`src/rtl/uart_rx_oversample_if.sv`:
```
// Receiver-side signal bundle: baud enable and serial line in, received byte and flags out.
// The master modport is the receiver, and the slave modport is whatever feeds and consumes it.
interface uart_rx_oversample_if #(
  parameter int DATA_BITS = 8
);
  logic                 baud_tick;
  logic                 UART_RX;
  logic [DATA_BITS-1:0] rx_data;
  logic                 rx_end;
  logic                 rx_status;
  logic                 frame_err;

  modport master (
    input  baud_tick, UART_RX,
    output rx_data, rx_end, rx_status, frame_err
  );

  modport slave (
    output baud_tick, UART_RX,
    input  rx_data, rx_end, rx_status, frame_err
  );
endinterface

```
`src/rtl/uart_rx_oversample.sv`:
```
// 8N1 UART receiver that uses an OVERSAMPLE x baud tick enable and takes each bit at its midpoint.
// Good bytes are delivered with a one-clk rx_end pulse. A low stop bit gives a one-clk frame_err pulse instead.
module uart_rx_oversample #(
  parameter int DATA_BITS  = 8,
  parameter int OVERSAMPLE = 16
) (
  input  logic                  clk,
  input  logic                  reset,
  uart_rx_oversample_if.master  bus
);

  localparam int TW = $clog2(OVERSAMPLE);
  localparam int BW = $clog2(DATA_BITS);
  localparam logic [TW-1:0] MID_CNT  = TW'(OVERSAMPLE / 2 - 1);
  localparam logic [TW-1:0] FULL_CNT = TW'(OVERSAMPLE - 1);
  localparam logic [BW-1:0] LAST_BIT = BW'(DATA_BITS - 1);

  typedef enum logic [2:0] {IDLE, START, DATA, STOP, BREAK} state_t;

  state_t               state, state_nxt;
  logic                 sync_p0, sync_p1;
  logic [TW-1:0]        tick_cnt;
  logic [BW-1:0]        bit_cnt;
  logic [DATA_BITS-1:0] shreg;
  logic [DATA_BITS-1:0] rx_data_q;
  logic                 rx_end_q, frame_err_q;
  logic                 counting, sample_en, stop_ok, stop_bad, rx_status_c;
  logic                 line;

  // Two-flop synchronizer stage. It resets to 1 so that it looks like an idle line.
  always_ff @(posedge clk or negedge reset) begin
    if (!reset) begin
      sync_p0 <= 1'b1;
      sync_p1 <= 1'b1;
    end else begin
      sync_p0 <= bus.UART_RX;
      sync_p1 <= sync_p0;
    end
  end

  assign line = sync_p1;

  always_ff @(posedge clk or negedge reset) begin
    if (!reset) state <= IDLE;
    else        state <= state_nxt;
  end

  always_comb begin
    state_nxt = state;
    if (bus.baud_tick) begin
      case (state)
        IDLE:  if (!line) state_nxt = START;
        START: if (tick_cnt == MID_CNT) state_nxt = line ? IDLE : DATA;
        DATA:  if (tick_cnt == FULL_CNT && bit_cnt == LAST_BIT) state_nxt = STOP;
        STOP:  if (tick_cnt == FULL_CNT) state_nxt = line ? IDLE : BREAK;
        BREAK: if (line) state_nxt = IDLE;
        default: state_nxt = IDLE;
      endcase
    end
  end

  always_comb begin
    counting    = 1'b0;
    sample_en   = 1'b0;
    stop_ok     = 1'b0;
    stop_bad    = 1'b0;
    rx_status_c = (state != IDLE);
    case (state)
      START: counting = 1'b1;
      DATA: begin
        counting  = 1'b1;
        sample_en = bus.baud_tick && (tick_cnt == FULL_CNT);
      end
      STOP: begin
        counting = 1'b1;
        stop_ok  = bus.baud_tick && (tick_cnt == FULL_CNT) && line;
        stop_bad = bus.baud_tick && (tick_cnt == FULL_CNT) && !line;
      end
      default: ;
    endcase
  end

  // Counters clear on every state change. IDLE and BREAK hold them at zero.
  always_ff @(posedge clk or negedge reset) begin
    if (!reset) begin
      tick_cnt <= '0;
      bit_cnt  <= '0;
    end else if (state_nxt != state) begin
      tick_cnt <= '0;
      bit_cnt  <= '0;
    end else if (bus.baud_tick && counting) begin
      if (sample_en) begin
        tick_cnt <= '0;
        bit_cnt  <= bit_cnt + 1'b1;
      end else begin
        tick_cnt <= tick_cnt + 1'b1;
      end
    end
  end

  always_ff @(posedge clk or negedge reset) begin
    if (!reset) begin
      shreg       <= '0;
      rx_data_q   <= '0;
      rx_end_q    <= 1'b0;
      frame_err_q <= 1'b0;
    end else begin
      if (sample_en) shreg[bit_cnt] <= line;
      if (stop_ok)   rx_data_q      <= shreg;
      rx_end_q    <= stop_ok;
      frame_err_q <= stop_bad;
    end
  end

  assign bus.rx_data   = rx_data_q;
  assign bus.rx_end    = rx_end_q;
  assign bus.frame_err = frame_err_q;
  assign bus.rx_status = rx_status_c;

endmodule
```
`src/flat_wrapper.sv`:
```
// flat-port wrapper written by rule: the top's interface ports become plain ports
module uart_rx_oversample_flat 
#(
  parameter int DATA_BITS  = 8,
  parameter int OVERSAMPLE = 16
)
  (clk, reset, bus_baud_tick, bus_UART_RX, bus_rx_data, bus_rx_end, bus_rx_status, bus_frame_err);
  uart_rx_oversample_if #(.DATA_BITS(DATA_BITS)) bus_i ();
  input  logic clk;
  input  logic reset;
  input wire logic [$bits(bus_i.baud_tick)-1:0] bus_baud_tick;
  input wire logic [$bits(bus_i.UART_RX)-1:0] bus_UART_RX;
  output wire logic [$bits(bus_i.rx_data)-1:0] bus_rx_data;
  output wire logic [$bits(bus_i.rx_end)-1:0] bus_rx_end;
  output wire logic [$bits(bus_i.rx_status)-1:0] bus_rx_status;
  output wire logic [$bits(bus_i.frame_err)-1:0] bus_frame_err;
  assign bus_i.baud_tick = bus_baud_tick;
  assign bus_i.UART_RX = bus_UART_RX;
  assign bus_rx_data = bus_i.rx_data;
  assign bus_rx_end = bus_i.rx_end;
  assign bus_rx_status = bus_i.rx_status;
  assign bus_frame_err = bus_i.frame_err;
  uart_rx_oversample #(.DATA_BITS(DATA_BITS), .OVERSAMPLE(OVERSAMPLE)) u_core (.clk(clk), .reset(reset), .bus(bus_i));
endmodule
```
`config.mk`:
```
export PLATFORM = sky130hd
export DESIGN_NAME = uart_rx_oversample_flat
export DESIGN_NICKNAME = d
export VERILOG_FILES = /design/src/rtl/uart_rx_oversample_if.sv /design/src/rtl/uart_rx_oversample.sv /design/src/flat_wrapper.sv
export SDC_FILE = /design/constraint.sdc
export NUM_CORES = 1
export LEC_CHECK = 0
export CAP_MARGIN = 20
export CORE_MARGIN = 3
export CORE_UTILIZATION = 30
export CTS_CLUSTER_DIAMETER = 120
export DETAILED_ROUTE_END_ITERATION = 10
export DONT_BUFFER_PORTS = 1
export GPL_TIMING_DRIVEN = 0
export PLACE_DENSITY = 0.54
export SKIP_LAST_GASP = 1
export SYNTH_ARGS = -nofsm -noshare
export SYNTH_HDL_FRONTEND = slang
export SYNTH_SLANG_ARGS = --single-unit
```
`constraint.sdc`:
```
create_clock -name clk -period 2 [get_ports clk]
set_clock_uncertainty 0.2 [all_clocks]
set_input_delay 0.4 -clock clk [delete_from_list [all_inputs] [get_ports clk]]
set_output_delay 0.4 -clock clk [all_outputs]
set_load 0.005 [all_outputs]
```
# Word level (Yosys, flattened, before mapping)
# Cells that the tools add are included.
# W data, S select, Z words.
# totals
reg_bits	30
in_bits	4
out_inout_bits	11
wordCells	56
# op_classes
add_sub_neg	2
magnitude_cmp	2
n_eq_ne	8
muxes	22
n_reduce_logical	13
# op_table
cell	count
$mux W3	10
$pmux W3 S5	1
$mux W4	3
$bwmux W8	1
$eq A3 B2 Y1 const B	2
$eq A3 B3 Y1 const B	2
$logic_and A1 B1 Y1	6
$mux W1	5
$add A4 B1 Y4 const B	1
$eq A4 B3 Y1 const B	1
$eq A4 B4 Y1 const B	1
$lt A3 B4 Y1 const B	1
$reduce_bool A2 Y1	2
$add A3 B1 Y3 const B	1
$demux W1 S3	1
$eq A3 B1 Y1 const B	1
$ge A3 B1 Y1 const B	1
$logic_not A3 Y1	1
$ne A3 B3 Y1	1
$reduce_bool A3 Y1	1
$reduce_or A3 Y1	1
$mux W2	1
$reduce_and A2 Y1	1
$logic_not A1 Y1	1

# Depth between registers and ports, before layout
# Gate-level depths: netlist of the first run.
# depth
word_depth	8
depth_mapped	6
ltp_nobuf	6

# Worst setup path before layout of the first run
# Ideal clock, no wire load.
# synth_timing
path_type	flip-flop to flip-flop
from	reg u_core.tick_cnt[0]
to	reg u_core.shreg[1]
setup_time_ns	0.128
t_arrival_ns	1.739
required_time_ns	1.672
path_slack_ns	-0.067
path_stages_with_launch	7
n_path_buf	1
period_less_slack_ns	2.067
cell_sequence	dfrtp_1 > ha_1 > nand2_2 > or3_1 > buf_6 > nor4b_4 > mux2_1
# synth_via
elab_chain_len	3
# synth_rtl
item	line_no	source
start: declaration	uart_rx_oversample.sv:22	logic [TW-1:0] tick_cnt;
start signal: assignment	uart_rx_oversample.sv:96	tick_cnt <= tick_cnt + 1'b1;
$eq A4 B4 Y1	uart_rx_oversample.sv:72	sample_en = bus.baud_tick && (tick_cnt == FULL_CNT);
$logic_and A1 B1 Y1	uart_rx_oversample.sv:72	
$mux W1	uart_rx_oversample.sv:68	case (state)
end signal: indexed assignment	uart_rx_oversample.sv:108	if (sample_en) shreg[bit_cnt] <= line;
end: declaration	uart_rx_oversample.sv:24	logic [DATA_BITS-1:0] shreg;
# Every way passes these cells.
# A chain may end at the register's enable or synchronous reset.

# Worst setup path after layout of the first run
# layout_timing
from	reg u_core.state[0]
to	reg u_core.tick_cnt[0]
# layout_via
elab_chain_len	5
word_cells_on_any_way	21
cone_classes	eq/ne: 5; mux: 12; reduce/logical: 4
# layout_rtl
item	line_no	source
start: declaration	uart_rx_oversample.sv:20	state_t state, state_nxt;
start signal: assignment	uart_rx_oversample.sv:45	else state <= state_nxt;
$eq A3 B3 Y1 (tied with other cells)	uart_rx_oversample.sv:51	case (state)
$pmux W3 S5 (tied with other cells)	uart_rx_oversample.sv:51	
$mux W3 (tied with other cells)	uart_rx_oversample.sv:50	if (bus.baud_tick) begin
$ne A3 B3 Y1 (tied with other cells)	uart_rx_oversample.sv:88	end else if (state_nxt != state) begin
$mux W4 / $reduce_bool A2 Y1 (equally long branches)	n/a	
# Parallel ways exist; a longest one is shown, timed or not. The select of a mux whose other input is x is not followed.

==> results.py, run 1 <==
metrics = {
    "run_status": {
        "outcome": "complete, no violations",
    },
    "synth": {
        "synth-warning-count": 0,
        "synth_nets": 137,
        "yosysSeqAreaShare_pct": 49.6,
        "netlist_area_mm2": 0.00152,
        "synthSimpleGateAreaFrac_pct": 19.0,
        "synth_compound_area_share_pct": 8.49,
        "synth.distinct_cells": 43,
        "synth_xor_area_share_pct": 2.89,
        "yosysTopAreaCell": "dfrtp_1",
        "synthAdderAreaFrac_pct": 2.47,
        "synth.top_cells.by_area": "dfrtp_1, mux2_2, dfstp_2",
        "muxShareOfSynthArea_pct": 12.5,
        "synth_top_family_by_area": "simple AND/OR/NAND/NOR gates",
        "synth_top_area_share_pct": 46.2,
        "syn_inst": 130,
        "syn_avg_cell_area_um2": 11.7,
        "ys_seq_elements": 30,
    },
    "setup_path": {
        "crit_type": "reg2reg",
        "worstPathArrival_ns": 1.95,
        "cp_cell_sequence": "buf_2 > or2_2 > o211ai_1 > o311ai_2 > nor4_1",
        "critPathLaunchType": "flop",
        "critPathMaxStageDelay_ns": 0.36,
        "path_max_fanout": 10,
        "cp.required_ns": 1.97,
        "end_kind": "flop",
        "rrSetupSlack_ns": 0.02,
        "cp_slowest_cell": "dfrtp_1",
        "crit_family": "simple AND/OR/NAND/NOR gates",
        "worst-path-buf-inv": 1,
    },
    "cts": {
        "numCtsBuffers": 5,
        "cts_tree": "yes",
        "clock_tree.buffer_depth": 2,
        "cts.htree.levels": 2,
        "cts.clk_slew.worst_paths_ns": 0.06,
        "cts_root_buf": "clkbuf_8",
        "clock-sinks": 30,
        "clkLatencyLatePin_ns": 0.27,
    },
    "route": {
        "dr_total_vias": 1062,
        "drt_pass1_iterations": 4,
        "ant_nets": 0,
        "viasPerCell": 4.99,
        "routed_wl_um": 2990,
        "wire_per_inst_um": 14.0,
        "drt_iter0_drc": 69,
        "drc": 0,
    },
    "timing": {
        "hold_ws_ns": 0.156,
        "fin_tns_setup_ns": 0,
        "worst_pin_slew_ns": 0.632,
        "post-route-period-util_pct": 99.2,
        "layout_min_cycle_time_ns": 1.98,
        "rsz0062_at_grt": "yes",
        "setup_viol": 0,
        "finalWorstSetupSlack_ns": 0.0151,
        "drv_slew": 0,
        "maxSlewHeadroom_pct": 57.8,
        "fmax_mhz": 504,
        "finalHoldViolCount": 0,
    },
    "power_and_ir_drop": {
        "p_per_area_mw_per_mm2": 1020,
        "p_sw_share_pct": 33.5,
        "combPwrFrac_pct": 35.3,
        "p_clk_share_pct": 23.7,
        "peakVddDrop_mv": 0.398,
        "p_leak_nw": 0.843,
        "power.internal_mw": 1.24,
        "pwr-share-seq_pct": 41.0,
        "finalPower_mw": 1.87,
        "switching_power_mw": 0.625,
    },
    "global_route": {
        "grt_pass1_wl_um": 5400,
        "antenna_found_initial": 0,
        "grt_pass1_vias": 1144,
        "grt_overflow": 0,
        "grt_max_degree": 31,
        "grt_usage_pct": 11.4,
    },
    "cells_and_area": {
        "drive_above_1_share_pct": 33.6,
        "diodes": 0,
        "final_nets": 153,
        "area_growth_pct": 21.0,
    },
    "die": {
        "num_rows": 25,
        "core_mm2": 0.00482,
        "dieArea_mm2": 0.00595,
        "io_pins": 15,
        "start_util_pct": 31.5,
        "die_w_um": 77.1,
        "dieHeight_um": 77.1,
    },
    "placed_design": {
        "port-buffer-count": 0,
        "globalplace.congestion": 0.759,
        "dp_slack_ns": -0.123,
        "hpwlAfterDp_um": 2030,
    },
    "job": {
        "cap_violations": 0,
    },
    "min_path": {
        "hold_path_class": "in2reg",
    },
}
## worst register-to-register path: cells and delay by family (launching register included)
kind	cells	cell delay, ns
AOI/OAI and AO/OA	2	0.48
buffers and inverters	1	0.18
DFF	1	0.36
and+or+nand+nor	2	0.67
## final timing paths
kind / start / end / cells after the start
max in group asynchronous: reset / u_core.line / 2
hold reg to reg: u_core.sync_p0 / u_core.line / 0
setup / recovery: u_core.state[0] / u_core.tick_cnt[0] / 5
hold / removal: bus_baud_tick / u_core.state[0] / 2
min in group asynchronous: reset / u_core.state[0] / 2
setup reg to reg: u_core.state[0] / u_core.tick_cnt[0] / 5
## what timing repair did
action,CTS,global route
gates resized for setup,7,3
endpoints found under the setup margin,15,19
hold buffers,3,0
pin swaps,3,2
endpoints found under the hold margin,31,0
buffers inserted,6,1
## Yosys cell counts
cell	instances
nand4_1	1
dfstp_2	2
o311ai_1	1
o211ai_1	1
and2_1	1
o22ai_1	2
xor2_1	2
nand4b_4	1
nor4_1	3
buf_2	1
nand4b_1	2
mux2i_1	1
buf_4	2
inv_1	4
ha_1	3
a221oi_1	1
buf_1	2
a21o_1	1
o31a_1	1
nor4b_2	1
nor2b_1	4
clkbuf_1	3
nand3_1	7
nand2_1	4
nand2_2	1
nor3_1	7
a21oi_1	1
mux2_1	1
a41o_1	2
xnor2_1	3
or3_1	2
nand2b_1	2
dfrtp_1	28
buf_6	2
or2_2	1
a211oi_1	3
nor3_2	1
nor4b_4	1
o21ai_0	2
o311a_1	1
nor2_1	5
mux2_2	15
o31ai_1	1
## layout by cell type, fill, tap and decap left out, types with 4 or more instances in the layout
master,synthesis,routed
nor2_1,5,5
dfrtp_1,28,27
clkbuf_8,0,5
nor3_1,7,6
buf_4,2,8
nor2b_1,4,4
nand2_1,4,4
mux2_2,15,14
nand3_1,7,7
inv_1,4,4
## registers in the layout, summed over array words and instances, names as in the netlist
| signal | count |
|---|---|
| u_core.bus.rx_data | 8 |
| u_core.shreg | 8 |
| u_core.tick_cnt | 4 |
| u_core.bit_cnt | 3 |
| u_core.state | 3 |
| u_core.bus.frame_err | 1 |
| u_core.bus.rx_end | 1 |
| u_core.line | 1 |
| u_core.sync_p0 | 1 |
## routing by layer
metal	part of all wire [%]	wire length (um)	track usage (%)	vias up
met3	4.4	133	4.34	2
met2	51	1510	19.1	17
li1	-	-	-	503
met4	0.57	17	3.20	0
met1	44	1330	13.5	540
met5	0	0	0	-
## through the flow
| step | std cells | area, um2 | utilization [%] |
|---|---|---|---|
| 2_1_floorplan | 130 | 1540 | - |
| 5_1_grt | 213 | 1840 | 38.1 |
| 4_1_cts | 212 | 1810 | 37.6 |
| 6_report | 213 | 1840 | 38.1 |
| 3_5_place_dp | 197 | 1620 | 33.7 |
| 3_3_place_gp | 197 | 1620 | 33.7 |
## layout make-up
class                   count  area, um2
clock inverters             2       10.0
clock buffers               5       68.8
fillers                   488       2980
flip-flops and latches     30        754
multi-input cells          86        754
inverters                   4       15.0
well taps                  67       83.8
repair buffers             10       92.6
plain buffers               9       57.6
## cell families (layout without fill, tap and decap cells)
logic type / Yosys count / in the layout
AO/OA/AOI/OAI: 17 / 17
AND/OR/NAND/NOR: 44 / 44
buffers and inverters: 14 / 30
multiplexers: 17 / 17
XOR/XNOR: 5 / 5
flip-flops: 30 / 30
adder cells (fa/ha/maj): 3 / 3
## power groups by stage
stage	sequential (mW)	clock, mW	combinational [mW]
after floorplan	0.761	0	0.419
after global placement	0.776	0	0.481
after detailed placement	0.779	0	0.504
after CTS	0.764	0.465	0.626
after global routing	0.776	0.496	0.723
final	0.765	0.442	0.659
Power figures use the tool's default switching activity.
==> run 2, diff against run 1 <==
--- a/config.mk
+++ b/config.mk
@@ -12,7 +12,6 @@
 export DETAILED_ROUTE_END_ITERATION = 10
 export DONT_BUFFER_PORTS = 1
 export GPL_TIMING_DRIVEN = 0
-export PLACE_DENSITY = 0.54
 export SKIP_LAST_GASP = 1
 export SYNTH_ARGS = -nofsm -noshare
 export SYNTH_HDL_FRONTEND = slang
==> results.py, run 2 (synthesis gave the netlist of run 1 again) <==
metrics = {
    "run_status": {
        "outcome": "complete, but fails checks",
        "violations": "negative setup slack",
    },
    "route": {
        "routed_wl_um": 3140,
        "wire_per_inst_um": 14.7,
        "dr_total_vias": 1086,
        "viasPerCell": 5.10,
        "drt_pass1_iterations": 4,
        "drt_iter0_drc": 57,
        "drc": 0,
        "ant_nets": 0,
    },
    "power_and_ir_drop": {
        "pwr-share-seq_pct": 35.0,
        "peakVddDrop_mv": 0.441,
        "p_per_area_mw_per_mm2": 1150,
        "p_leak_nw": 0.880,
        "power.internal_mw": 1.53,
        "p_clk_share_pct": 34.9,
        "combPwrFrac_pct": 30.1,
        "p_sw_share_pct": 29.7,
        "switching_power_mw": 0.645,
    },
    "min_path": {
        "hold_path_class": "in2reg",
        "holdPathStages": 2,
    },
    "timing": {
        "layout_min_cycle_time_ns": 2.01,
        "fmax_mhz": 498,
        "finalWorstSetupSlack_ns": -0.00938,
        "drv_slew": 0,
        "finalHoldViolCount": 0,
        "hold_ws_ns": 0.143,
        "setup_viol": 1,
        "worst_pin_slew_ns": 0.602,
        "post-route-period-util_pct": 100,
        "rsz0062_at_grt": "yes",
        "maxSlewHeadroom_pct": 59.7,
    },
    "global_route": {
        "antenna_found_initial": 0,
        "grt_max_degree": 31,
        "grt_usage_pct": 11.6,
        "grt_overflow": 0,
        "grt_pass1_wl_um": 5460,
        "grt_pass1_vias": 1119,
    },
    "cts": {
        "clock_tree.buffer_depth": 2,
        "clkLatencyLatePin_ns": 0.28,
        "clock-sinks": 30,
        "cts.htree.levels": 2,
        "cts.clk_slew.worst_paths_ns": 0.07,
        "cts_root_buf": "clkbuf_8",
        "cts_tree": "yes",
        "numCtsBuffers": 5,
    },
    "setup_path": {
        "end_kind": "flop",
        "worstPathArrival_ns": 1.97,
        "crit_type": "reg2reg",
        "critPathLaunchType": "flop",
        "path_max_fanout": 5,
        "r2r_cells": 5,
        "cp.required_ns": 1.96,
    },
    "die": {
        "core_mm2": 0.00482,
        "dieArea_mm2": 0.00595,
        "io_pins": 15,
        "num_rows": 25,
        "start_util_pct": 31.5,
        "dieHeight_um": 77.1,
        "die_w_um": 77.1,
    },
    "cells_and_area": {
        "diodes": 0,
        "drive_above_1_share_pct": 33.6,
        "mostFrequentLayoutCells": "dfrtp_1, mux2_2, buf_4, nand3_1",
        "multi_input_area_um2": 758,
        "seqCellArea_um2": 753,
        "area_growth_pct": 24.9,
        "final_nets": 152,
        "fill_cells": 481,
        "layout_commonest_cell": "dfrtp_1",
        "layout.cells.non_filler": 213,
    },
    "placed_design": {
        "port-buffer-count": 0,
        "placed_cells": 197,
        "globalplace.congestion": 0.773,
        "hpwlAfterDp_um": 2020,
    },
    "job": {
        "cap_violations": 0,
    },
}
[run 2: through the flow]
step / cell area (um2) / power (mW) / setup WS [ns] / TNS [ns] / util, %
floorplan: 1540 / 1.18 / 0.00721 / 0 / -
global placement: 1620 / 1.25 / -0.0978 / -0.736 / 33.7
detailed placement: 1620 / 1.29 / -0.191 / -1.38 / 33.7
CTS: 1860 / 2.16 / -0.0412 / -0.285 / 38.5
global route: 1900 / 2.30 / -0.0741 / -0.867 / 39.4
finish: 1900 / 2.18 / -0.00938 / -0.00938 / 39.4
[run 2: layer usage]
layer  routed length, um  vias to the layer above  GRT usage (%)
met1                1270                      524           13.6
met3                 234                       12           4.93
li1                    -                      505              -
met2                1560                       45           19.6
met4                  74                        0           2.67
met5                   0                        -              0
[run 2: timing repair]
item / in CTS / in global routing
endpoints found under the setup margin: 15 / 23
resized for setup: 4 / 6
endpoints found under the hold margin: 31 / 0
hold buffers: 3 / 0
pin swaps: 3 / 5
setup buffers: 5 / 1
[run 2: worst paths after layout]
| path | start | slack [ns] | to |
|---|---|---|---|
| setup / recovery | u_core.tick_cnt[1] | -0.009 | u_core.shreg[2] |
| hold / removal | bus_baud_tick | 0.14 | u_core.state[0] |
| setup reg to reg | u_core.tick_cnt[1] | -0.009 | u_core.shreg[2] |
| hold reg to reg | u_core.sync_p0 | 0.15 | u_core.line |
| max in group asynchronous | reset | 0.99 | u_core.sync_p0 |
| min in group asynchronous | reset | 0.35 | u_core.state[2] |
[run 2: cell type report]
class	instances	area share, %
multi-input cells	86	40.0
flip-flops and latches	30	39.7
repair buffers	9	4.49
well taps	67	4.42
clock buffers	6	4.36
clock inverters	2	3.17
plain buffers	9	3.04
inverters	4	0.792
[run 2: power groups by stage]
stage	logic, mW	registers, mW	clock network [mW]
2_1_floorplan	0.419	0.761	0
3_3_place_gp	0.477	0.775	0
3_5_place_dp	0.509	0.780	0
4_1_cts	0.622	0.759	0.780
5_1_grt	0.720	0.773	0.811
6_report	0.654	0.762	0.759
[run 2: critical path, stage by stage, from the launching register on]
cell and delay [ns]:
dfrtp_1 0.39, ha_4 0.17, nand2_4 0.06, or3_4 0.44, nor4b_4 0.30, mux2_4 0.33
